<file path="src/rtl/adc_ad7476_read_mmi_pkg.sv">
// Shared types and constants for the AD7476 SPI reader: register map, FSM states, widths.
package adc_ad7476_pkg;

   localparam int ADC_DATA_W    = 12;
   localparam int SPI_FRAME_LEN = 16;
   localparam int MMI_DATA_W    = 16;
   localparam int MMI_ADDR_W    = 15;

   typedef enum logic [MMI_ADDR_W-1:0] {
      ADDR_MODULE_VERSION = 15'd0,
      ADDR_CTRL           = 15'd1,
      ADDR_SAMPLE_PERIOD  = 15'd2,
      ADDR_LAST_SAMPLE    = 15'd3,
      ADDR_SAMPLE_COUNT   = 15'd4,
      ADDR_STATUS         = 15'd5,
      ADDR_MIN_SAMPLE     = 15'd6,
      ADDR_MAX_SAMPLE     = 15'd7
   } reg_addr_e;

   typedef enum logic [1:0] {
      ST_IDLE    = 2'd0,
      ST_XFER    = 2'd1,
      ST_CAPTURE = 2'd2
   } state_e;

   // Zero-extend a sample into a register word.
   function automatic logic [MMI_DATA_W-1:0] sample_word(input logic [ADC_DATA_W-1:0] s);
      return {{(MMI_DATA_W-ADC_DATA_W){1'b0}}, s};
   endfunction

endpackage

</file>
<file path="src/rtl/adc_ad7476_read_mmi_if.sv">
// Bus interfaces: MMI register port (single-cycle write, 1-cycle registered read) and SPI driver command port.
interface MemoryMap_int #(
   parameter int DATALEN = 16,
   parameter int ADDRLEN = 15
);
   logic [ADDRLEN-1:0] waddr;
   logic [DATALEN-1:0] wdata;
   logic               wvalid;
   logic               wready;
   logic [ADDRLEN-1:0] raddr;
   logic               rreq;
   logic [DATALEN-1:0] rdata;
   logic               rvalid;

   modport Master (output waddr, wdata, wvalid, raddr, rreq,
                   input  wready, rdata, rvalid);
   modport Slave  (input  waddr, wdata, wvalid, raddr, rreq,
                   output wready, rdata, rvalid);
endinterface

// rdy is high while the driver is idle; it drops during a frame and rises with rx_data valid.
interface SPIDriver_int #(
   parameter int MAXLEN = 16,
   parameter int SSNLEN = 1
);
   logic              start_cmd;
   logic [MAXLEN-1:0] tx_data;
   logic [SSNLEN-1:0] ssn;
   logic              rdy;
   logic [MAXLEN-1:0] rx_data;

   modport Master (output start_cmd, tx_data, ssn,
                   input  rdy, rx_data);
   modport Slave  (input  start_cmd, tx_data, ssn,
                   output rdy, rx_data);
endinterface

</file>
<file path="src/rtl/adc_ad7476_read_mmi_timer.sv">
// Sample-period counter: counts 0..period-1 while enabled and fires a trigger on the terminal count.
module adc_sample_timer (
   input  logic        clk,
   input  logic        aresetn,
   input  logic        i_enable,
   input  logic        i_restart,
   input  logic [15:0] i_period,
   output logic        o_trigger
);

   logic [15:0] r_count;
   logic        w_terminal;

   // A zero period makes every cycle terminal, giving back-to-back triggers.
   assign w_terminal = (i_period == 16'd0) || (r_count == (i_period - 16'd1));
   assign o_trigger  = i_enable && !i_restart && w_terminal;

   always_ff @(posedge clk or negedge aresetn) begin
      if (!aresetn) begin
         r_count <= '0;
      end else if (!i_enable || i_restart || w_terminal) begin
         r_count <= '0;
      end else begin
         r_count <= r_count + 16'd1;
      end
   end

endmodule

</file>
<file path="src/rtl/adc_ad7476_read_mmi.sv">
// AD7476 reader: periodic/one-shot SPI conversions, 12-bit sample capture, MMI register block.
// Define ADC_MINMAX_EN to add MIN_SAMPLE/MAX_SAMPLE tracking registers at addresses 6 and 7.
module adc_ad7476_read_mmi
   import adc_ad7476_pkg::*;
#(
   parameter logic [15:0] MODULE_VERSION = 16'd1,
   parameter logic [15:0] PERIOD_DEFAULT = 16'd1000,
   parameter logic        EN_DEFAULT     = 1'b0,
   parameter int          SPI_SS_BIT     = 0
) (
   input  logic                  clk,
   input  logic                  aresetn,
   MemoryMap_int.Slave           mmi,
   SPIDriver_int.Master          spi_cmd,
   output logic [ADC_DATA_W-1:0] sample,
   output logic                  sample_valid_stb,
   output logic                  busy
);

   state_e                  r_state;
   state_e                  w_next_state;
   logic                    r_enable;
   logic [15:0]             r_period;
   logic [ADC_DATA_W-1:0]   r_sample;
   logic [15:0]             r_count;
   logic                    r_overrun;
   logic                    r_rdy_d;
   logic [MMI_DATA_W-1:0]   r_rdata;
   logic                    r_rvalid;
   logic [MMI_DATA_W-1:0]   w_rdata;

   logic w_wr_ctrl, w_wr_period, w_wr_status;
   logic w_oneshot, w_timer_trig, w_trigger;
   logic w_rdy_rise, w_start, w_capture, w_strobe, w_overrun_set;
   logic [ADC_DATA_W-1:0] w_rx_sample;
   logic w_unused_rx_hi;

   assign w_wr_ctrl   = mmi.wvalid && (mmi.waddr == ADDR_CTRL);
   assign w_wr_period = mmi.wvalid && (mmi.waddr == ADDR_SAMPLE_PERIOD);
   assign w_wr_status = mmi.wvalid && (mmi.waddr == ADDR_STATUS);

   // Oneshot and timer trigger in the same cycle merge into a single trigger.
   assign w_oneshot     = w_wr_ctrl && mmi.wdata[1];
   assign w_trigger     = w_oneshot || w_timer_trig;
   assign w_overrun_set = w_trigger && (r_state != ST_IDLE);
   assign w_rdy_rise    = spi_cmd.rdy && !r_rdy_d;

   // The converter shifts out leading zeros ahead of the 12 data bits.
   assign w_rx_sample    = spi_cmd.rx_data[ADC_DATA_W-1:0];
   assign w_unused_rx_hi = ^spi_cmd.rx_data[SPI_FRAME_LEN-1:ADC_DATA_W];

   adc_sample_timer u_timer (
      .clk       (clk),
      .aresetn   (aresetn),
      .i_enable  (r_enable),
      .i_restart (w_wr_period),
      .i_period  (r_period),
      .o_trigger (w_timer_trig)
   );

   always_ff @(posedge clk or negedge aresetn) begin
      if (!aresetn) begin
         r_state <= ST_IDLE;
         r_rdy_d <= 1'b0;
      end else begin
         r_state <= w_next_state;
         r_rdy_d <= spi_cmd.rdy;
      end
   end

   always_comb begin
      w_next_state = r_state;
      w_start      = 1'b0;
      w_capture    = 1'b0;
      w_strobe     = 1'b0;
      unique case (r_state)
         ST_IDLE: begin
            if (w_trigger) w_next_state = ST_XFER;
         end
         ST_XFER: begin
            w_start = 1'b1;
            if (w_rdy_rise) begin
               w_capture    = 1'b1;
               w_next_state = ST_CAPTURE;
            end
         end
         ST_CAPTURE: begin
            w_strobe     = 1'b1;
            w_next_state = ST_IDLE;
         end
         default: w_next_state = ST_IDLE;
      endcase
   end

   always_ff @(posedge clk or negedge aresetn) begin
      if (!aresetn) begin
         r_enable  <= EN_DEFAULT;
         r_period  <= PERIOD_DEFAULT;
         r_sample  <= '0;
         r_count   <= '0;
         r_overrun <= 1'b0;
      end else begin
         if (w_wr_ctrl)   r_enable <= mmi.wdata[0];
         if (w_wr_period) r_period <= mmi.wdata;
         if (w_capture) begin
            r_sample <= w_rx_sample;
            r_count  <= r_count + 16'd1;
         end
         // A new overrun in the clearing cycle wins over the W1C.
         r_overrun <= w_overrun_set || (r_overrun && !(w_wr_status && mmi.wdata[0]));
      end
   end

`ifdef ADC_MINMAX_EN
   logic [ADC_DATA_W-1:0] r_min;
   logic [ADC_DATA_W-1:0] r_max;
   logic                  w_wr_minmax;

   assign w_wr_minmax = mmi.wvalid &&
                        ((mmi.waddr == ADDR_MIN_SAMPLE) || (mmi.waddr == ADDR_MAX_SAMPLE));

   always_ff @(posedge clk or negedge aresetn) begin
      if (!aresetn) begin
         r_min <= '1;
         r_max <= '0;
      end else if (w_wr_minmax) begin
         r_min <= '1;
         r_max <= '0;
      end else if (w_capture) begin
         if (w_rx_sample < r_min) r_min <= w_rx_sample;
         if (w_rx_sample > r_max) r_max <= w_rx_sample;
      end
   end
`endif

   always_comb begin
      w_rdata = '0;
      case (mmi.raddr)
         ADDR_MODULE_VERSION: w_rdata = MODULE_VERSION;
         ADDR_CTRL:           w_rdata = {15'd0, r_enable};
         ADDR_SAMPLE_PERIOD:  w_rdata = r_period;
         ADDR_LAST_SAMPLE:    w_rdata = sample_word(r_sample);
         ADDR_SAMPLE_COUNT:   w_rdata = r_count;
         ADDR_STATUS:         w_rdata = {15'd0, r_overrun};
`ifdef ADC_MINMAX_EN
         ADDR_MIN_SAMPLE:     w_rdata = sample_word(r_min);
         ADDR_MAX_SAMPLE:     w_rdata = sample_word(r_max);
`endif
         default:             w_rdata = '0;
      endcase
   end

   always_ff @(posedge clk or negedge aresetn) begin
      if (!aresetn) begin
         r_rdata  <= '0;
         r_rvalid <= 1'b0;
      end else begin
         r_rvalid <= mmi.rreq;
         if (mmi.rreq) r_rdata <= w_rdata;
      end
   end

   assign mmi.wready = 1'b1;
   assign mmi.rdata  = r_rdata;
   assign mmi.rvalid = r_rvalid;

   assign spi_cmd.start_cmd = w_start;
   assign spi_cmd.tx_data   = '0;
   always_comb begin
      spi_cmd.ssn             = '0;
      spi_cmd.ssn[SPI_SS_BIT] = w_start;
   end

   assign sample           = r_sample;
   assign sample_valid_stb = w_strobe;
   assign busy             = (r_state != ST_IDLE);

endmodule

</file>
<file path="src/flat_wrapper.sv">
// flat-port wrapper written by rule: the top's interface ports become plain ports
module adc_ad7476_read_mmi_flat import adc_ad7476_pkg::*;
#(
   parameter logic [15:0] MODULE_VERSION = 16'd1,
   parameter logic [15:0] PERIOD_DEFAULT = 16'd1000,
   parameter logic        EN_DEFAULT     = 1'b0,
   parameter int          SPI_SS_BIT     = 0
)
  (clk, aresetn, sample, sample_valid_stb, busy, mmi_waddr, mmi_wdata, mmi_wvalid, mmi_raddr, mmi_rreq, mmi_wready, mmi_rdata, mmi_rvalid, spi_cmd_start_cmd, spi_cmd_tx_data, spi_cmd_ssn, spi_cmd_rdy, spi_cmd_rx_data);
  MemoryMap_int #(.DATALEN(16), .ADDRLEN(15)) mmi_i ();
  SPIDriver_int #(.MAXLEN(16), .SSNLEN(1)) spi_cmd_i ();
  input  logic clk;
  input  logic aresetn;
  output logic [ADC_DATA_W-1:0] sample;
  output logic sample_valid_stb;
  output logic busy;
  input wire logic [$bits(mmi_i.waddr)-1:0] mmi_waddr;
  input wire logic [$bits(mmi_i.wdata)-1:0] mmi_wdata;
  input wire logic [$bits(mmi_i.wvalid)-1:0] mmi_wvalid;
  input wire logic [$bits(mmi_i.raddr)-1:0] mmi_raddr;
  input wire logic [$bits(mmi_i.rreq)-1:0] mmi_rreq;
  output wire logic [$bits(mmi_i.wready)-1:0] mmi_wready;
  output wire logic [$bits(mmi_i.rdata)-1:0] mmi_rdata;
  output wire logic [$bits(mmi_i.rvalid)-1:0] mmi_rvalid;
  output wire logic [$bits(spi_cmd_i.start_cmd)-1:0] spi_cmd_start_cmd;
  output wire logic [$bits(spi_cmd_i.tx_data)-1:0] spi_cmd_tx_data;
  output wire logic [$bits(spi_cmd_i.ssn)-1:0] spi_cmd_ssn;
  input wire logic [$bits(spi_cmd_i.rdy)-1:0] spi_cmd_rdy;
  input wire logic [$bits(spi_cmd_i.rx_data)-1:0] spi_cmd_rx_data;
  assign mmi_i.waddr = mmi_waddr;
  assign mmi_i.wdata = mmi_wdata;
  assign mmi_i.wvalid = mmi_wvalid;
  assign mmi_i.raddr = mmi_raddr;
  assign mmi_i.rreq = mmi_rreq;
  assign mmi_wready = mmi_i.wready;
  assign mmi_rdata = mmi_i.rdata;
  assign mmi_rvalid = mmi_i.rvalid;
  assign spi_cmd_start_cmd = spi_cmd_i.start_cmd;
  assign spi_cmd_tx_data = spi_cmd_i.tx_data;
  assign spi_cmd_ssn = spi_cmd_i.ssn;
  assign spi_cmd_i.rdy = spi_cmd_rdy;
  assign spi_cmd_i.rx_data = spi_cmd_rx_data;
  adc_ad7476_read_mmi #(.MODULE_VERSION(MODULE_VERSION), .PERIOD_DEFAULT(PERIOD_DEFAULT), .EN_DEFAULT(EN_DEFAULT), .SPI_SS_BIT(SPI_SS_BIT)) u_core (.clk(clk), .aresetn(aresetn), .mmi(mmi_i), .spi_cmd(spi_cmd_i), .sample(sample), .sample_valid_stb(sample_valid_stb), .busy(busy));
endmodule
</file>
<file path="config.mk">
export PLATFORM = sky130hd
export DESIGN_NAME = adc_ad7476_read_mmi_flat
export DESIGN_NICKNAME = d
export VERILOG_FILES = /design/src/rtl/adc_ad7476_read_mmi_pkg.sv /design/src/rtl/adc_ad7476_read_mmi_if.sv /design/src/rtl/adc_ad7476_read_mmi_timer.sv /design/src/rtl/adc_ad7476_read_mmi.sv /design/src/flat_wrapper.sv
export SDC_FILE = /design/constraint.sdc
export NUM_CORES = 1
export LEC_CHECK = 0
export ABC_AREA = 0
export CAP_MARGIN = 25
export CELL_PAD_IN_SITES_DETAIL_PLACEMENT = 0
export CELL_PAD_IN_SITES_GLOBAL_PLACEMENT = 2
export CORE_MARGIN = 2
export CORE_UTILIZATION = 30
export DETAILED_ROUTE_END_ITERATION = 6
export GPL_TIMING_DRIVEN = 0
export HOLD_SLACK_MARGIN = 0.05
export PLACE_DENSITY_LB_ADDON = 0.12
export RECOVER_POWER = 25
export SLEW_MARGIN = 20
export SYNTH_ARGS = -nofsm -noshare
export SYNTH_HDL_FRONTEND = slang
export SYNTH_HIERARCHICAL = 1
export SYNTH_SLANG_ARGS = --single-unit
</file>
<file path="constraint.sdc">
create_clock -name clk -period 3.3 [get_ports clk]
set_input_delay 0.825 -clock clk [delete_from_list [all_inputs] [get_ports clk]]
set_output_delay 0.825 -clock clk [all_outputs]
set_load 0.01 [all_outputs]
</file>
==> flow_metrics.tcl, run 1 <==
set metrics [dict create \
    clock_latency_ps 340 \
    grt_pass1_vias 3780 \
    leakagePower_nw 2.55 \
    ctsHtreeMaxLevel 3 \
    yosys_register_bits 82 \
    cp.required_ps 3560 \
    cts_root_buf "clkbuf_16" \
    synth_top_area_share_pct 42.2 \
    yosysMostFrequentCell "dfrtp_1" \
    syn_area_per_cell_um2 10.4 \
    areaGrowthSynthToFinish_pct 33.9 \
    nets 625 \
    grt_pass1_wl_um 19400 \
    drv_slew 30 \
    reg2reg_depth 10 \
    vdd_ir_drop_max_uv 232 \
    syn_inst 432 \
    dp_hpwl_um 9060 \
    multiInputGateArea_um2 2230 \
    clk_pin_slew_worst_paths_ps 60 \
    io_buffer_count 95 \
    slowest_delay_ps 620 \
    cts_setup_buffers 0 \
    synth.top_cells.by_count "dfrtp_1 (76), nor2_1 (35), mux2_2 (31), xor2_1 (25), inv_1 (24)" \
    gp_congestion 0.743 \
    yosysWarnings 6 \
    ctsHoldBuffers 0 \
    pin_count 117 \
    die_w_um 127 \
    violations "capacitance limit, slew limit" \
    dr.pass1.iters 5 \
    drc_errors 0 \
    cts_tree "built" \
    n_fill_cell 1468 \
    timing.final.crit_share_pct 95.1 \
    finalSetupViolCount 0 \
    dieArea_um2 16000 \
    n_antenna_cell 0 \
    overflow 0 \
    synth_area_leaders "dfrtp_1 (42%), mux2_2 (7.7%), xor2_1 (4.9%)" \
    design_area_um2 6040 \
    synth_edf_count 0 \
    wl_per_cell_um 15.9 \
    grt_max_degree 55 \
    cts_sinks 82 \
    hold_depth 1 \
    power_density_nw_per_um2 348 \
    tightest_slew_ps 1690 \
    num_vias 3651 \
    outcome "finished with violations" \
    cts_buffers 9 \
    hold_viol_final 0 \
    grt_setup_unrepaired "no" \
    path_common_cell "or4_1" \
    critPathSlowestCell "or4_1" \
    syn_area_um2 4510 \
    start_util_pct 30.9 \
    setup.worst_path.start "u_core/r_period[2]" \
    cp.arrival_ps 3400 \
    max-cap-violations 1 \
    hold_path_class "reg2reg" \
    crit_path_start_kind "register" \
    seqCellArea_um2 2060 \
    post-route-min-period_ps 3140 \
    final_util_pct 41.4 \
    worstSetupEndpointType "register" \
    worst-setup-path-type "reg2reg" \
    synth_cell_types 55 \
    core_area_um2 14600 \
    max_freq_ghz 0.319 \
    die_h_um 127 \
    rr_startpoint "u_core/r_period[2]" \
    drt.antenna.violating_nets 0 \
    rows 44 \
    vias_per_cell 4.91 \
    dr.first_iter.drc_count 183 \
    drive_gt1_share_pct 15.0 \
    skew_ps 6.93 \
    globalRouteTotalUtil_pct 15.4 \
    cp_cell_sequence "buf_6, or4_1, nor4bb_1, a31oi_1, o32ai_1, mux2i_1, or4_1, a21oi_2, o21ba_2, o21ai_0" \
    clockBufferDepth 2 \
    relSlewSlack_pct -12.8 \
    hold_path.startpoint "u_core/r_count[15]" \
    drt-total-wl_um 11800 \
    synthArstFlopShare_pct 100 \
    ys_seq_area_share_pct 45.7 \
    antenna_found_initial 0 \
    placed_area_um2 5770 \
    crit_fanout 8 \
    yosys.area.top_type "dfrtp_1" \
    synth-main-ff-cell "dfrtp_1" \
]
## path summary, 6_finish.rpt
kind	slack (ps)	endpoint
setup / recovery	160	u_core/r_state[0]
hold / removal	480	u_core/r_count[15]
setup reg to reg	160	u_core/r_state[0]
hold reg to reg	480	u_core/r_count[15]
max in group asynchronous	700	u_core/mmi.rdata[15]
min in group asynchronous	920	u_core/u_timer/r_count[3]
## sequential cells by signal (all words and copies together) (netlist names)
signal / cells
u_core/r_period: 16
u_core/r_state: 2
u_core/mmi.rdata: 16
u_core/r_rdy_d: 1
u_core/sample: 12
u_core/mmi.rvalid: 1
u_core/u_timer/r_count: 16
u_core/r_enable: 1
u_core/r_overrun: 1
u_core/r_count: 16
## per-stage QoR
stage	hold slack, ps	setup WS (ps)	TNS [ps]	total power [mW]	std cells
4_1_cts	434	76.3	0	2.14	743
2_1_floorplan	442	469	0	1.08	447
5_1_grt	493	8.59	0	2.20	743
3_5_place_dp	459	-309	-611	1.20	727
6_report	478	162	0	2.10	743
3_3_place_gp	463	-1820	-143080	1.20	726
## critical path: cells and delay by family (launching register included)
| family | cells | cell delay (ps) |
|---|---|---|
| flops | 1 | 420 |
| simple gates | 3 | 1540 |
| buf+inv | 1 | 160 |
| compound gates | 5 | 770 |
| mux | 1 | 170 |
## area by class of cell
cell class              count  share of cell area [%]
clock inverters             5                   0.559
plain buffers              32                    3.48
multi-input cells         309                    36.9
well taps                 184                    3.81
repair buffers             96                    15.8
clock buffers              11                    3.85
flip-flops and latches     82                    34.1
inverters                  24                    1.49
## per-layer routing
| metal | vias to the layer above | GRT usage, % | routed length [um] |
|---|---|---|---|
| met5 | - | 0 | 0 |
| met4 | 0 | 5.43 | 160 |
| met3 | 9 | 3.12 | 625 |
| met2 | 106 | 23.4 | 5290 |
| met1 | 1767 | 21.8 | 5720 |
| li1 | 1769 | - | - |
## placed cells by master (no fill, tap or decap), types with 10 or more instances in the layout
cell,count
o22ai_1,16
inv_1,24
xor2_1,25
nand4_1,10
mux2_2,31
a22oi_1,15
dfrtp_1,76
buf_4,18
clkdlybuf4s50_1,92
nand3_1,18
xnor2_1,22
nor2_1,35
clkbuf_1,12
nand2_1,15
a2bb2oi_1,11
conb_1,17
## kinds of logic (layout without fill, tap and decap cells)
group                      count (synthesis)  count (layout)  synth area share [%]
other                                      2              17                 0.167
AOI/OAI and AO/OA                         67              67                  10.7
and+or+nand+nor                          141             141                  18.3
DFF                                       82              82                  45.7
xor gates and xnor gates                  47              47                  9.13
muxes                                     33              33                  8.19
buffers and inverters                     56             168                  6.66
adders and majority gates                  4               4                  1.11
## where the power goes
part / leakage [nW] / switching [mW] / internal, mW
Sequential: 1.12 / 0.00213 / 1.01
Clock: 0.126 / 0.416 / 0.509
Combinational: 1.30 / 0.0709 / 0.0940
Total: 2.55 / 0.489 / 1.61
## what timing repair did
| action | in CTS | in global routing |
|---|---|---|
| endpoints found under the setup margin | 2 | 2 |
| resized for setup | 1 | 3 |
| pin swaps | 0 | 1 |
| gates cloned | 0 | 0 |
Power figures use the tool's default switching activity.
==> inputs of run 2 (changes only) <==
- ABC_AREA: 0 -> unset
==> results of run 2 <==
Same layout as run 1: the final DEF is identical, and so are final timing and power.
